$ cat src/rtl/conso_dyn_bd.sv
// Dynamic-energy measurement board for a behavioural AND2 cell.
// Streams per-event supply energy and reports windowed internal energy.
module conso_dyn_bd #(
  parameter int unsigned VDD2_Q      = 12390,
  parameter int unsigned E_INT0      = 2000,
  parameter int unsigned K_TT        = 10,
  parameter int unsigned SPREAD_LOG2 = 2,
  parameter int unsigned ACC_W       = 40
) (
  input  logic               clk,
  input  logic               rst_n,
  input  logic               din1,
  input  logic               din2,
  input  logic               start_tick,
  input  logic               stop_tick,
  input  logic [15:0]        tt_val,
  input  logic [15:0]        capa_charge_val,
  input  logic               fin_test,
  output logic [31:0]        intensity,
  output logic signed [31:0] internal_energy
);

  logic din1_q, din2_q, start_q, stop_q, dout_q;
  logic armed, stop_pend;
  logic dout, ev, rise, start_tg, stop_tg;
  logic [31:0] pend, slice, d;
  logic [31:0] e_int, e_load, e_tot;
  logic [31:0] p_rem, p_new, p_shr, s_new;
  logic [47:0] load_prod;
  logic [ACC_W-1:0] acc_sup, acc_load;
  logic [ACC_W-1:0] sup_start, sup_stop;
  logic [ACC_W-1:0] load_start, load_stop;

  // armed masks the first edge after reset so held inputs cause no event
  assign dout     = din1 & din2;
  assign ev       = armed && !fin_test &&
                    ({din1, din2} != {din1_q, din2_q});
  assign rise     = dout & ~dout_q;
  assign start_tg = armed && !fin_test && (start_tick != start_q);
  assign stop_tg  = armed && !fin_test && (stop_tick != stop_q);

  assign e_int     = 32'(E_INT0) + 32'(K_TT) * {16'd0, tt_val};
  assign load_prod = {32'd0, capa_charge_val} * 48'(VDD2_Q);
  assign e_load    = rise ? 32'(load_prod >> 10) : '0;
  assign e_tot     = e_int + e_load;

  assign d     = (pend < slice) ? pend : slice;
  assign p_rem = pend - d;
  assign p_new = p_rem + e_tot;
  assign p_shr = p_new >> SPREAD_LOG2;
  assign s_new = (p_shr == '0) ? 32'd1 : p_shr;

  assign intensity = fin_test ? '0 : d;

  always_ff @(posedge clk or negedge rst_n) begin
    if (!rst_n) begin
      din1_q          <= 1'b0;
      din2_q          <= 1'b0;
      start_q         <= 1'b0;
      stop_q          <= 1'b0;
      dout_q          <= 1'b0;
      armed           <= 1'b0;
      stop_pend       <= 1'b0;
      pend            <= '0;
      slice           <= '0;
      acc_sup         <= '0;
      acc_load        <= '0;
      sup_start       <= '0;
      sup_stop        <= '0;
      load_start      <= '0;
      load_stop       <= '0;
      internal_energy <= '0;
    end else begin
      din1_q  <= din1;
      din2_q  <= din2;
      start_q <= start_tick;
      stop_q  <= stop_tick;
      dout_q  <= dout;
      armed   <= 1'b1;
      if (fin_test) begin
        pend <= '0;
      end else begin
        acc_sup <= acc_sup + ACC_W'(d);
        if (ev) begin
          pend     <= p_new;
          slice    <= s_new;
          acc_load <= acc_load + ACC_W'(e_load);
        end else begin
          pend <= p_rem;
        end
        if (start_tg) begin
          sup_start  <= acc_sup;
          load_start <= acc_load;
        end
        if (stop_tg) begin
          sup_stop  <= acc_sup;
          load_stop <= acc_load;
        end
        stop_pend <= stop_tg;
        if (stop_pend)
          internal_energy <= 32'((sup_stop - sup_start) -
                                 (load_stop - load_start));
      end
    end
  end

endmodule

$ cat config.mk
export PLATFORM = sky130hd
export DESIGN_NAME = conso_dyn_bd
export DESIGN_NICKNAME = d
export VERILOG_FILES = /design/src/rtl/conso_dyn_bd.sv
export SDC_FILE = /design/constraint.sdc
export NUM_CORES = 1
export LEC_CHECK = 0
export BUFFER_PORTS_ARGS = -buffer_cell sky130_fd_sc_hd__buf_4
export CAP_MARGIN = 20
export CORE_ASPECT_RATIO = 0.9
export CORE_UTILIZATION = 50
export CTS_CLUSTER_SIZE = 25
export DETAILED_ROUTE_END_ITERATION = 10
export PLACE_DENSITY_LB_ADDON = 0.15
export RECOVER_POWER = 50
export SYNTH_ARGS = -nofsm -noshare
export SYNTH_HDL_FRONTEND = slang
export SYNTH_SLANG_ARGS = --single-unit
$ cat constraint.sdc
create_clock -name clk -period 8.9 [get_ports clk]
set_input_delay 1.78 -clock clk [delete_from_list [all_inputs] [get_ports clk]]
set_output_delay 1.78 -clock clk [all_outputs]
set_load 0.01 [all_outputs]
# --- After elaboration in Yosys (flattened, before gate mapping) ---
# Cells that the tools add are included.
op_classes:
  addsub: 9
  mul: 2
  magnitude_cmp: 1
  n_eq_ne: 3
  n_mux: 6
  bitwise_logic: 4
  reduce_logical: 10
ops:
  columns: ["operator", "count"]
  rows:
  - ["2-to-1 mux 32 bit", 4]
  - ["subtractor 32 bit", 4]
  - ["adder 40 x 20 -> 40 bit", 1]
  - ["adder 40 x 32 -> 40 bit", 1]
  - ["adder 32 x 22 -> 32 bit", 1]
  - ["logical NOT 32 bit", 1]
  - ["< comparator 32 bit", 1]
  - ["2-to-1 mux 30 bit", 1]
  - ["multiplier 16 x 13 -> 29 bit, second input constant", 1]
  - ["adder 21 x 20 -> 22 bit", 1]
  - ["adder 11 x 20 -> 21 bit, first input constant", 1]
  - ["2-to-1 mux 20 bit", 1]
  - ["multiplier 3 x 16 -> 19 bit, first input constant", 1]
  - ["AND reduction 2 bit", 4]
  - ["logical AND 1 bit", 4]
  - ["AND 1 bit", 2]
  - ["!= test 1 bit", 2]
  - ["!= test 2 bit", 1]
  - ["inverter 1 bit", 2]
  - ["logical NOT 1 bit", 1]
word_totals:
  ff_bits: 311
  inputBits: 39
  out_inout_bits: 64
  elab_cells: 51

# --- Depth between registers and ports, before layout ---
logic_depth:
  word_depth: 7
  depth_mapped: 39
  depth_no_buf: 39

# --- Least setup slack after synthesis ---
# No wires, ideal clock.
synth_timing:
  path_type: "in2reg"
  start: "input port capa_charge_val[4]"
  end: "register slice[0]"
  setup_time_ns: 0.076
  t_arrival_ns: 9.242
  required_time_ns: 8.824
  setup_slack_ns: -0.418
  cell_stages: 33
  n_path_buf: 0
  cell_sequence: "ha_1 ha_1 inv_1 fa_1 inv_1 fa_1 inv_1 fa_1 inv_1 ha_1 a21o_1 a21o_1 a21oi_1 o21ai_0 a221o_1 a211oi_1 o21bai_1 a21oi_1 xnor2_1 nor2_1 fa_1 ha_1 ha_1 a21o_1 a221o_1 a21oi_1 inv_1 a31o_2 nand4b_4 xor2_1 o2111a_1 nand4_1 o21ai_1"
synth_between:
  elab_chain_cells: 6
synth_rtl:
  columns: ["item", "line_no", "source"]
  rows:
  - ["from (decl)", "17", "input logic [15:0] capa_charge_val,"]
  - ["multiplier 16 x 13 -> 29 bit (*)", "43", "assign load_prod = {32'd0, capa_charge_val} * 48'(VDD2_Q);"]
  - ["2-to-1 mux 20 bit (*)", "44", "assign e_load = rise ? 32'(load_prod >> 10) : '0;"]
  - ["adder 21 x 20 -> 22 bit (*)", "45", "assign e_tot = e_int + e_load;"]
  - ["adder 32 x 22 -> 32 bit (*)", "49", "assign p_new = p_rem + e_tot;"]
  - ["logical NOT 32 bit", "51", "assign s_new = (p_shr == '0) ? 32'd1 : p_shr;"]
  - ["2-to-1 mux 30 bit (*)", "51", null]
  - ["to (signal assigned)", "86", "slice <= s_new;"]
  - ["to (decl)", "26", "logic [31:0] pend, slice, d;"]
# Every way passes the cells marked *; elsewhere a longest branch is shown, timed or not.
# A chain may end at the register's enable or synchronous reset.

# --- Final worst setup path ---
# Ends and elaborated chain as after synthesis.

==> metrics <==
Synth-to-Final Area Change=18.9%; GP Congestion=just over 0.9; Synth Register Bits=roughly 300; hold depth=2; Tightest Hold Check Type=flip-flop to flip-flop; Max clock buf depth=3; critical path class=input port to flip-flop; Slew Viols, Final=298; CP max-delay cell=fa_1; synthesized area per cell=about 9.7 um2; Worst Hold Launch=internal_energy[3]; nets@finish=3,252; DRC violations left=0; All-Layer GR Usage=24.1%; ys async rst share=100%; Core Area=0.0480 mm2; DR WL/cell=~17 um; Worst Path Required=between 9 and 10 ns; crit path capture type=flip-flop; H-tree depth=2; initial antenna violation count=0; routed via count=around 19,000; WP data arrival=9.09 ns; root buf cell=clkbuf_16; R2R Path Start=pend[17]; largest net degree at the start of global routing=approximately 170; reg-to-reg endpoint=slice[0]; TritonCTS clock tree=done; # fillers=around 4,100; Antenna Violating Nets Remaining=0; max_cap viols=3; worst-skew pair later-pin latency=about 0.53 ns; worst hold margin=approximately 0.48 ns; final instance area=0.0291 mm2; sequential area share after synthesis=between 20% and 30%; Tightest Pin Transition=3.61 ns; Clk pin slew, worst setup/hold paths=approximately 0.060 ns; CP max stage delay=around 0.54 ns; Final min period=8.70 ns; Cell Count, Final, Fillers Out=approximately 3,400; DPL Wire Length=between 40,000 and 50,000 um; num ports=about 100; critical path startpoint category=input port; Highest Clock Rate=0.115 GHz; Worst R2R Path Depth=38; vias in the first global route=around 19,000; initial drt markers=about 1,100; reg2reg setup slack=0.38 ns; placed instance area=around 0.027 mm2; setup violators final=0; Yosys warning total=0; mapped cell area=between 0.02 and 0.025 mm2; Post-Syn Instances=2,528; hold_buf cts=0; DIE WIDTH=approximately 240 um; Slew headroom=-141%; row count=76; GR Overflow Total=0; Critical Path Fanout Max=5; multi-input combinational cell area=about 0.016 mm2; final cycle utilization of the critical path=97.7%; Layout Skew=0.0176 ns; first-pass GRT wire length=between 90,000 and 100,000 um; Initial Utilization=50.9%; Cells after DPL=roughly 3,400; violated checks=capacitance limit, slew limit; total wire length=58,900 um; die height=about 210 um; Top cell by count, worst path=ha_4; register area=0.00733 mm2; drt via density=between 5 and 6; top_reg_cell synth=dfrtp_1; Num CTS Buffers=34; Die Area=0.0498 mm2; iteration count of the initial detailed-routing pass=5; EDFF count, synth=0; Port Buffers=100; status=finished with violations; final hold violation count=0; clock sinks=between 200 and 300; post-synthesis cell type count=83; share of cells above drive strength 1=a little over 20%; Hold EP=internal_energy[3]
## layout make-up
| class | count | area share (%) |
|---|---|---|
| multi-input combinational | 1826 | 56.4 |
| clock inverter | 14 | 0.835 |
| inverter | 349 | 4.52 |
| tap | 624 | 2.69 |
| antenna | 1 | 0.00861 |
| sequential | 293 | 25.2 |
| clock buffer | 47 | 3.41 |
| timing repair buffer | 284 | 6.94 |
## routing by layer
layer / global-route usage (%) / routed length, um / vias up
met3: 2.37 / 2080 / 86
met2: 38.6 / 26700 / 358
met1: 34.3 / 28500 / 9109
li1: - / - / 9131
met4: 7.58 / 1650 / 0
met5: 0 / 0 / -
## flip-flops by register name, summed over array words and instances, names as in the netlist, 30 cells and up
register and count:
acc_load 32, acc_sup 32, internal_energy 32, load_start 32, load_stop 32, pend 32
sup_start 32, sup_stop 32, slice 30
## worst max-delay path by stage
stage	startpoint	endpoint	cells after the start
final	capa_charge_val[4]	slice[0]	34
after global routing	capa_charge_val[4]	slice[0]	40
after CTS	capa_charge_val[4]	slice[0]	33
after detailed placement	capa_charge_val[4]	pend[30]	32
after global placement	capa_charge_val[4]	slice[0]	33
after floorplan	capa_charge_val[4]	slice[0]	32
## synth_stat cells, types with 14 or more instances
library cell	instances	share of area, %
dfrtp_1	293	30
a211oi_1	21	0.64
a21o_1	89	2.7
nor3_1	18	0.37
xnor2_1	99	3.5
o31ai_1	14	0.43
nor2b_1	26	0.67
a31oi_1	20	0.51
fa_1	126	10
o21bai_1	22	0.68
nand2b_1	24	0.61
mux2i_1	29	1.2
inv_1	349	5.4
xor2_1	63	2.3
nand3_1	23	0.47
clkbuf_1	49	0.75
nor2_1	139	2.1
mux2_2	130	6.0
and2_1	14	0.36
o21a_1	26	0.80
o21ai_0	161	3.3
and3_1	16	0.41
a21oi_1	119	2.4
ha_1	299	15
nand2_1	191	2.9
## through the flow
stage / util (%) / setup slack, ns / TNS (ns)
floorplan: - / 0.00115 / 0
global placement: 56.4 / -0.496 / -7.80
detailed placement: 56.4 / -0.647 / -10.83
CTS: 59.1 / 0.00872 / 0
global route: 60.5 / -0.0985 / -0.256
finish: 60.5 / 0.201 / 0
## cells by family (layout without fill, tap and decap cells)
logic type	after synthesis	in the layout	share of synthesized area, %
buf+inv	411	694	6.39
xor+xnor	164	164	5.94
compound gates	565	565	15.2
fa+ha+maj	425	425	25.6
mux	159	159	7.18
other cells	2	5	0.0307
flops	293	293	30.0
simple gates	509	509	9.68
## layout by cell type (no fill, tap or decap), drive strengths merged, types with 121 or more instances in the layout
| cell | instances |
|---|---|
| a21oi | 121 |
| buf | 253 |
| dfrtp | 293 |
| fa | 126 |
| ha | 299 |
| inv | 350 |
| mux2 | 130 |
| nand2 | 191 |
| nor2 | 139 |
| o21ai | 169 |
## worst max-delay path, delay by kind of cell
kind,cells,cell delay (ns)
buf+inv,7,0.72
xor+xnor,1,0.12
simple gates,3,0.43
fa+ha+maj,9,3.36
compound gates,14,2.67
## repair_timing
action                                  4_1_cts  5_1_grt
setup buffers                                 0       19
pin swaps                                     4       71
hold endpoints to repair                      0        0
endpoints found under the setup margin        8       23
gates resized for setup                       7      104
Power is not shown: default switching activity piles up to over one toggle a cycle in this logic, so the estimate is an artifact.
